File: config.mk
export PLATFORM = sky130hd
export DESIGN_NAME = draw_cmd_decoder
export DESIGN_NICKNAME = d
export VERILOG_FILES = /design/src/rtl/draw_cmd_pkg.sv /design/src/rtl/draw_cmd_decoder.sv
export SDC_FILE = /design/constraint.sdc
export NUM_CORES = 1
export LEC_CHECK = 0
export CELL_PAD_IN_SITES_DETAIL_PLACEMENT = 1
export CELL_PAD_IN_SITES_GLOBAL_PLACEMENT = 2
export CORE_ASPECT_RATIO = 0.9
export CORE_MARGIN = 8
export CORE_UTILIZATION = 28
export DETAILED_ROUTE_END_ITERATION = 8
export GPL_TIMING_DRIVEN = 0
export PLACE_DENSITY = 0.78
export SLEW_MARGIN = 20
export SYNTH_ARGS = -nofsm -noshare
export SYNTH_HDL_FRONTEND = slang
export SYNTH_SLANG_ARGS = --single-unit
File: constraint.sdc
create_clock -name CLK -period 2.47 [get_ports CLK]
set_clock_uncertainty 0.1 [all_clocks]
set_input_delay 0.494 -clock CLK [delete_from_list [all_inputs] [get_ports CLK]]
set_output_delay 0.494 -clock CLK [all_outputs]
set_load 0.01 [all_outputs]
File: src/rtl/draw_cmd_pkg.sv
// Shared definitions for the draw-command decoder: opcodes, header layout, FSM states.
package draw_cmd_pkg;

  localparam logic [7:0] OP_NOP      = 8'h00;
  localparam logic [7:0] OP_SETREG   = 8'h01;
  localparam logic [7:0] OP_DRAW     = 8'h02;
  localparam logic [7:0] OP_WAITIDLE = 8'h03;

  localparam int unsigned HDR_OP_MSB   = 31;
  localparam int unsigned HDR_OP_LSB   = 24;
  localparam int unsigned HDR_ADDR_MSB = 15;
  localparam int unsigned HDR_ADDR_LSB = 8;
  localparam int unsigned HDR_CNT_MSB  = 7;
  localparam int unsigned HDR_CNT_LSB  = 0;

  typedef enum logic [2:0] {
    StIdle,
    StHdrWait,
    StArgReq,
    StArgWait,
    StEngWait
  } dec_state_e;

  function automatic logic [7:0] hdr_op(input logic [31:0] w);
    return w[HDR_OP_MSB:HDR_OP_LSB];
  endfunction

  function automatic logic [7:0] hdr_addr(input logic [31:0] w);
    return w[HDR_ADDR_MSB:HDR_ADDR_LSB];
  endfunction

  function automatic logic [7:0] hdr_cnt(input logic [31:0] w);
    return w[HDR_CNT_MSB:HDR_CNT_LSB];
  endfunction

endpackage

File: src/rtl/draw_cmd_decoder.sv
// Drains the draw-command FIFO one word at a time, turning headers and argument words
// into register-write strobes and draw-start pulses.
module draw_cmd_decoder #(
  parameter int unsigned REG_AW = 8
) (
  input  logic              CLK,
  input  logic              RST_X,
  input  logic              INIT,
  input  logic              DEC_EN,
  input  logic              EMPTY_DEC,
  input  logic [31:0]       OUTDATA,
  input  logic              DATAVALID,
  output logic              BUF_RD,
  output logic              REG_WE,
  output logic [REG_AW-1:0] REG_ADDR,
  output logic [31:0]       REG_WDATA,
  input  logic              DRAW_BUSY,
  output logic              DRAW_START,
  output logic              DEC_BUSY,
  output logic              ERR_CMD,
  output logic              ERR_RD
);
  import draw_cmd_pkg::*;

  dec_state_e        state_q, state_d;
  logic [REG_AW-1:0] addr_q, addr_d;
  logic [7:0]        cnt_q, cnt_d;
  logic              is_draw_q, is_draw_d;
  logic              reg_we_q, reg_we_d;
  logic [REG_AW-1:0] reg_addr_q, reg_addr_d;
  logic [31:0]       reg_wdata_q, reg_wdata_d;
  logic              draw_start_q, draw_start_d;
  logic              err_cmd_q, err_cmd_d;
  logic              err_rd_q, err_rd_d;
  logic              buf_rd;
  logic [7:0]        op;

  assign op = hdr_op(OUTDATA);

  always_comb begin
    state_d      = state_q;
    addr_d       = addr_q;
    cnt_d        = cnt_q;
    is_draw_d    = is_draw_q;
    reg_we_d     = 1'b0;
    reg_addr_d   = reg_addr_q;
    reg_wdata_d  = reg_wdata_q;
    draw_start_d = 1'b0;
    err_cmd_d    = err_cmd_q;
    err_rd_d     = err_rd_q;
    buf_rd       = 1'b0;

    case (state_q)
      StIdle: begin
        if (DEC_EN && !EMPTY_DEC) begin
          buf_rd  = 1'b1;
          state_d = StHdrWait;
        end
      end
      StHdrWait: begin
        if (!DATAVALID) begin
          err_rd_d = 1'b1;
          state_d  = StIdle;
        end else begin
          case (op)
            OP_NOP: state_d = StIdle;
            OP_SETREG: begin
              addr_d  = REG_AW'(hdr_addr(OUTDATA));
              cnt_d   = hdr_cnt(OUTDATA);
              state_d = (hdr_cnt(OUTDATA) != 8'd0) ? StArgReq : StIdle;
            end
            OP_DRAW, OP_WAITIDLE: begin
              is_draw_d = (op == OP_DRAW);
              // Engine already idle: finish now so DRAW_START lands the cycle after decode.
              if (!DRAW_BUSY) begin
                draw_start_d = (op == OP_DRAW);
                state_d      = StIdle;
              end else begin
                state_d = StEngWait;
              end
            end
            default: begin
              err_cmd_d = 1'b1;
              state_d   = StIdle;
            end
          endcase
        end
      end
      StArgReq: begin
        if (!EMPTY_DEC) begin
          buf_rd  = 1'b1;
          state_d = StArgWait;
        end
      end
      StArgWait: begin
        if (DATAVALID) begin
          reg_we_d    = 1'b1;
          reg_addr_d  = addr_q;
          reg_wdata_d = OUTDATA;
          addr_d      = addr_q + REG_AW'(1);
          cnt_d       = cnt_q - 8'd1;
          state_d     = (cnt_q > 8'd1) ? StArgReq : StIdle;
        end else begin
          err_rd_d = 1'b1;
          state_d  = StIdle;
        end
      end
      StEngWait: begin
        if (!DRAW_BUSY) begin
          draw_start_d = is_draw_q;
          state_d      = StIdle;
        end
      end
      default: state_d = StIdle;
    endcase

    // INIT overrides whatever the FSM decided this cycle, including a pending pop.
    if (INIT) begin
      state_d      = StIdle;
      addr_d       = '0;
      cnt_d        = 8'd0;
      is_draw_d    = 1'b0;
      reg_we_d     = 1'b0;
      reg_addr_d   = '0;
      reg_wdata_d  = 32'd0;
      draw_start_d = 1'b0;
      err_cmd_d    = 1'b0;
      err_rd_d     = 1'b0;
      buf_rd       = 1'b0;
    end
  end

  always_ff @(posedge CLK or negedge RST_X) begin
    if (!RST_X) begin
      state_q      <= StIdle;
      addr_q       <= '0;
      cnt_q        <= 8'd0;
      is_draw_q    <= 1'b0;
      reg_we_q     <= 1'b0;
      reg_addr_q   <= '0;
      reg_wdata_q  <= 32'd0;
      draw_start_q <= 1'b0;
      err_cmd_q    <= 1'b0;
      err_rd_q     <= 1'b0;
    end else begin
      state_q      <= state_d;
      addr_q       <= addr_d;
      cnt_q        <= cnt_d;
      is_draw_q    <= is_draw_d;
      reg_we_q     <= reg_we_d;
      reg_addr_q   <= reg_addr_d;
      reg_wdata_q  <= reg_wdata_d;
      draw_start_q <= draw_start_d;
      err_cmd_q    <= err_cmd_d;
      err_rd_q     <= err_rd_d;
    end
  end

  // The read strobe is combinational, so gate it with reset to keep every output low
  // while RST_X is held.
  assign BUF_RD     = buf_rd & RST_X;
  assign REG_WE     = reg_we_q;
  assign REG_ADDR   = reg_addr_q;
  assign REG_WDATA  = reg_wdata_q;
  assign DRAW_START = draw_start_q;
  assign DEC_BUSY   = (state_q != StIdle);
  assign ERR_CMD    = err_cmd_q;
  assign ERR_RD     = err_rd_q;

endmodule
==> metrics list, run 1 <==
- Crit Reg-Reg Startpoint: cnt_q[0]
* Fillers: 1247
* Number of placed I/O pins: 85
* Count of flip-flops with a built-in enable after synthesis: 0
* Setup repair after global routing missed its margin: false
* Storage element area: 0.00160 mm2
* Final antenna-violating net count: 0
- Along the worst path, the maximum fanout reaches 10.
* DIE AREA: roughly 0.015 mm2
- In the final layout, the multi-input gates occupy 0.00136 mm2.
- The worst setup path is launched from a flip-flop.
- Total internal power: ~2000 uW
- Leakage power total: approximately 0.0018 uW
- Router iterations before antenna repair: 4
- The clock net in this run drives a total of 64 sinks.
- Total congestion overflow: 0
- Critical setup path kind: reg -> out
- Min Hold Slack: 17.9 ps
- Maximum number of pins on one net before global-route repair: 36
* Y dimension of the die: 115 um
- Final Hold Violating Endpoints: 0
- Initial Utilization: between 20% and 30%
- In this run switching power makes up 21.6% of total power.
- Post-synthesis register bit count: 64
* Util after Layout: 41.1%
- Post-Layout Cell Count: around 580
* Via total after detailed routing: 2904
* Post-Synthesis Cells: 341
- Clock-pin slew was measured on the worst setup and hold paths at 50 ps.
- Arrival time of data at the critical path endpoint: ~1700 ps
* Total DRC errors in the routed layout: 0
- Depth of the CTS H-tree: 3
- In the routed layout, each cell is associated on average with a via count of 5.05.
- TritonCTS built the clock tree.
- Relative max-transition margin: a little under three fifths
- Topmost layer with routed signal wires: met4
* Critical Path Start: state_q[1]
- Of all flip-flops after synthesis, the portion carrying an async set or reset was 100%.
- The area growth from synthesis to layout is 44.1%.
- Fmax: around 0.43 GHz
* Number of diodes added for antenna fixing: 0
* Floorplan die width: 126 um
- Global-route wire length before repair: 17400 um
- Combinational logic burns between 6 and 7% of the power.
* Routed length per instance: 18.5 um
- Total core area: around 0.011 mm2
- Last weighted congestion value of the routability-driven placer: 0.857
- Number of nets produced by synthesis: 383
- PwrDens: approximately 590 mW/mm2
- Tightest Pin Transition: ~640 ps
* Num CTS Buffers: 9
* Layout cells sized above 1: 7.47%
* Main flop type after synthesis: dfrtp_1
* HPWL Detailed: 7970 um
- Sequential elements use 52.4% of the synthesized area.
* Via count of the first global-routing pass: 3167
- In this run, placement finished with an instance count of 558.
* Final-stage net count: approximately 480
- The flow ran to the end, and the final reports show no timing, DRC or antenna violations.
* PortBufs: 83
- Maximum vdd ir drop: 0.361 mV
* Buffer levels on the longest clock path: 2
* Time the worst path needs with I/O delays and setup: between 2000 and 2500 ps
- Leaving out fill and tap cells, the most frequent cell in the layout is nand2_1.
* Clk Tree Root Cell: clkbuf_16
- The number of antenna violations at the first check in global routing came to 0.
- Total length of routed wires: 10600 um
* Final-report max-slew violation count: 0
* Length of routed met3 wiring: 611 um
- Share of the clock period used by the worst path after layout: around 94%
- Endpoint type of the worst setup path: output port
- STA puts the critical path data required time at about 1900 ps.
- Global routing consumed, over all layers together, 15.3% of the routing resources.
- The mapped netlist covers ~0.003 mm2.
* Kind of path behind the tightest hold check: in -> async
- For this block, the initial DRC count from the detailed router was roughly 120.
- Commonest cells after routing, fill and taps aside: 101 x nand2_1, 81 x clkdlybuf4s50_1, 63 x dfrtp_1, 51 x a21oi_1, 18 x clkbuf_1
- Yosys printed 0 warnings.
- Syn Area/Cell: 8.97 um2
- Detailed-route wire length on metal 1: 4890 um
* Number of max-cap violations: 0
- The number of cells on the worst reg-to-reg path is 6.
- Count of endpoints failing setup in the final report: 0
* Part of the total power dissipated in sequential elements: between 40% and 50%
* Detail Route met2 WL: 4940 um
- The synthesized netlist contains 50 unique library cells.
* Relative contribution of the clock network to total power: 53.0%
- The floorplan has 36 rows.
- The analysis attributes to net switching a power of 560 uW.
- Clock latency of the later-clocked register in the worst-skew pair: 330 ps
==> metrics by stage <==
step / setup TNS, ps / worst slack, ps / power (uW) / area (um2)
final: 0 / 151 / 2590 / 4410
after global routing: 0 / 21.4 / 2690 / 4410
after CTS: 0 / 130 / 2630 / 4410
after detailed placement: -1490 / -198 / 1240 / 4070
after global placement: -103060 / -2300 / 1230 / 4060
after floorplan: 0 / 577 / 1110 / 3060
==> timing repair <==
action,in CTS,in global routing
buffers inserted,1,0
endpoints found under the setup margin,1,0
hold endpoints to repair,0,0
hold buffers,0,0
gates resized for setup,5,0
==> cells by family (layout without fill, tap and decap cells) <==
kind of cell	Yosys count	count (layout)	synth area share (%)
mux	1	1	0.327
flops	64	64	52.4
simple gates	154	154	23.2
compound gates	93	93	19.4
buf+inv	26	127	3.52
fa+ha+maj	3	3	1.23
==> cells in the mapped netlist (all sizes together), types with 2 or more instances <==
cell       n  area share, %
or4        2           0.49
nor2      13            1.6
inv        5           0.61
a2bb2oi    2           0.57
a2111o     2           0.74
o31ai      2           0.49
nor3b      2           0.49
nand3b     2           0.49
clkbuf    18            2.2
nor3       4           0.65
ha         3            1.2
a21oi     51            8.3
nor4       7            1.9
o2bb2ai    5            1.4
nor2b      2           0.41
a22oi      2           0.49
or3        2           0.57
nand3      7            1.1
nand4      2           0.41
or2        2           0.41
dfrtp     64             52
o22ai      6            1.2
o211ai     5            1.2
o41ai      2           0.57
o21ai      6           0.98
buf        3           0.70
nand2    101             12
a31oi      2           0.90
==> flip-flops by register name (all words and copies together), names as in the netlist <==
register,count
REG_WDATA,32
REG_ADDR,8
addr_q,8
cnt_q,8
state_q,3
DRAW_START,1
ERR_CMD,1
ERR_RD,1
REG_WE,1
is_draw_q,1
==> power by group through the flow <==
stage / combinational [uW] / sequential, uW / clock [uW]
finish: 166 / 1050 / 1370
global route: 183 / 1050 / 1450
CTS: 170 / 1050 / 1410
detailed placement: 167 / 1070 / 0
global placement: 162 / 1070 / 0
floorplan: 43.3 / 1070 / 0
==> critical path, stage by stage, from the launching register on <==
cell             delay, ps
dfrtp_1                380
buf_2                  200
nor2_1                 230
nand2_1                 90
clkdlybuf4s50_1        490
==> metal layers <==
layer	GRT usage (%)	vias to the layer above
li1	-	1398
met1	19.1	1431
met2	24.4	63
met3	5.05	12
met4	5.36	0
met5	0	-
==> final cells by class <==
class,count,area share [%]
timing repair buffer,85,19.4
sequential,64,36.4
clock inverter,6,1.87
clock buffer,10,5.42
inverter,5,0.426
multi-input combinational,251,30.7
buffer,21,2.02
tap,133,3.78
==> path summary, 6_finish.rpt <==
check	slack [ps]	end
worst max register to register	340	cnt_q[4]
worst min-delay path	20	REG_WDATA[4]
worst min register to register	400	ERR_CMD
max in group asynchronous	1690	state_q[2]
worst max-delay path	150	DEC_BUSY
min in group CLK	400	ERR_CMD
Power figures use the tool's default switching activity.
==> run 2: changes to the inputs <==
Settings changed: HOLD_SLACK_MARGIN set to 0.02, SLEW_MARGIN 20 to unset.
==> metrics list, run 2 (synthesis gave the netlist of run 1 again) <==
- Commonest cells after routing, fill and taps aside: 101 x nand2_1, 81 x clkdlybuf4s50_1, 63 x dfrtp_1, 51 x a21oi_1, 18 x clkbuf_1
* Maximum vdd ir drop: 0.269 mV (-25%)
* CTS tree: yes
- The number of DRC markers in iteration 0 came to 131 (+11%).
- The number of antenna violations at the first check in global routing came to 0 (unchanged).
* Required time reported for the critical path endpoint: 1880 ps (about the same)
- Worst Reg-to-Reg Cells: 6 (unchanged)
- Total length of routed wires: 10600 um (+0.19%)
* Tot GR Track Use: 15.3% (-0.023 points)
- The multi-input gate area in the final layout was 0.00136 mm2 (unchanged).
- Final-report max-slew violation count: 0 (unchanged)
- Arrival time of data at the critical path endpoint: 1720 ps (about the same)
- The largest net degree at the start of global routing is 66 (+83%).
- Crit Reg-Reg Startpoint: cnt_q[0]
- The area of all placed cells without fillers was 0.00439 mm2 (-0.37%).
* Number of placed I/O pins: 85 (unchanged)
- The worst hold path belongs to the class in -> async.
- Area after DPL: 0.00405 mm2 (-0.49%)
- The first-pass iteration count of the detailed router came to 4 (unchanged).
* Via count of the first global-routing pass: 3260 (+2.9%)
- The run finished with clean final reports.
- Critical setup path kind: reg -> out
* Capturing point of the worst reg2reg path: cnt_q[6]
- Storage element area: 0.00160 mm2 (unchanged)
* Number of diodes added for antenna fixing: 0 (unchanged)
- The time the final worst path needs with I/O delays and setup came to 2310 ps (-8.95 ps).
- The worst setup path is launched from a flip-flop.
- DIE AREA: 0.0145 mm2 (unchanged)
- Y dimension of the die: 115 um (unchanged)
* Share of the clock period used by the worst path after layout: 93.5% (-0.36 points)
- Fillers: 1250 (+0.24%)
* Leakage power total: 0.00174 uW (-1.1%)
- The pin slew with the least headroom to its limit is 679 ps (+35.4 ps).
- The number of nets in the finished design is 478 (-0.21%).
* Clock latency of the later-clocked register in the worst-skew pair: 340 ps (about the same)
- Total core area: 0.0107 mm2 (unchanged)
* Most common cell after layout, fill and taps aside: nand2_1
- The biggest fanout along the worst timing path came to 10 (unchanged).
- Setup repair after global routing left no endpoint under its margin.
- Clk Tree Root Cell: clkbuf_16
* Buffer levels on the longest clock path: 2 (unchanged)
- Number of sinks on the clock net: 64 (unchanged)
- Endpoint type of the worst setup path: output port
- Via total after detailed routing: 2916 (+0.41%)
- The share of final-layout standard cells stronger than drive strength 1 came to 7.26% (-0.21 points).
- Post-Layout Cell Count: 574 (-0.17%)
- Max FFs per register: 32 (unchanged)
- Placement row count: 36 (unchanged)
- Floorplan die width: 126 um (unchanged)
* PwrDens: 588 mW/mm2 (about the same)
- Last weighted congestion value of the routability-driven placer: 0.857 (unchanged)
* Post-detailed-route via-to-cell ratio: 5.08 (+0.59%)
- Routed length per instance: 18.5 um (+0.36%)
* Number of max-cap violations: 0 (unchanged)
- The hold violation total from the final report was 0 (unchanged).
- Relative max-transition margin: 54.4% (-2.4 points)
- Clock-pin transition on the worst setup and hold timing paths: 60 ps (about the same)
* Total congestion overflow: 0 (unchanged)
- The hold buffer count at cts was 0 (unchanged).
- Depth of the CTS H-tree: 3 (unchanged)
* Count of endpoints failing setup in the final report: 0 (unchanged)
- The first-pass GRT wire length is 17500 um (+0.28%).
- The critical path starts at state_q[1].
* Total DRC errors in the routed layout: 0 (unchanged)
- The number of buffers added by the clock tree synthesis step was 9 (unchanged).
- Fmax: 0.433 GHz (+0.39%)
- Growth of design area from synthesis to finish: 43.6%
- Placed instance count: 557 (-0.18%)
- Initial Utilization: 28.5% (unchanged)
- The port buffer count came to 83 (unchanged).
* Final antenna-violating net count: 0 (unchanged)
* Reg2reg setup slack: 340 ps (about the same)
- The post-DP HPWL came to 7790 um (-2.3%).
-- run 2: cell count changes in the layout (fill, tap and decap cells not counted) --
| cell | before | now |
|---|---|---|
| clkinvlp_4 | 1 | 3 |
| clkinv_4 | 0 | 1 |
| clkbuf_8 | 1 | 0 |
| buf_12 | 1 | 0 |
| buf_4 | 2 | 1 |
| buf_6 | 1 | 2 |
| clkinv_2 | 3 | 1 |
-- run 2: area by class of cell --
| class | count | area share (%) |
|---|---|---|
| tap | 133 | 3.79 |
| clock buffer | 9 | 5.13 |
| timing repair buffer | 84 | 19.1 |
| inverter | 5 | 0.427 |
| buffer | 21 | 2.02 |
| sequential | 64 | 36.5 |
| multi-input combinational | 251 | 30.9 |
| clock inverter | 7 | 2.19 |
-- run 2: how the worst max path moves through the flow --
| stage | slack [ps] | endpoint |
|---|---|---|
| floorplan | 580 | BUF_RD |
| global placement | -2300 | BUF_RD |
| detailed placement | -200 | BUF_RD |
| CTS | 130 | DEC_BUSY |
| global route | 20 | DEC_BUSY |
| finish | 160 | DEC_BUSY |
-- run 2: stage by stage --
stage               power [uW]  utilization (%)  worst slack [ps]  hold WS (ps)  TNS (ps)
global route              2670             41.0              15.4           111         0
detailed placement        1230             37.8              -202           395     -1610
floorplan                 1110                -               577          98.4         0
finish                    2580             41.0               160          20.7         0
global placement          1230             37.8             -2300           387   -103060
CTS                       2610             41.0               134          82.5         0
-- run 2: power by group --
part	switching [uW]	internal, uW	total [uW]
logic	90.3	73.1	163
clock network	484	882	1370
registers	1.01	1050	1050
total	575	2010	2580
-- run 2: repair_timing --
item	in CTS	in global routing
setup buffers	1	0
setup endpoints to repair	1	0
resized for setup	6	0
-- run 2: critical path: stages (launching register included) --
cell             delay (ps)
dfrtp_1                 380
buf_2                   200
nor2_1                  230
nand2_1                  90
clkdlybuf4s50_1         490
-- run 2: routing by layer --
metal  vias up  routed length [um]  track usage (%)
met3         8                 654             5.38
met1      1447                4780             18.7
li1       1389                   -                -
met2        72                5070             24.8
met5         -                   0                0
met4         0                 127             4.80
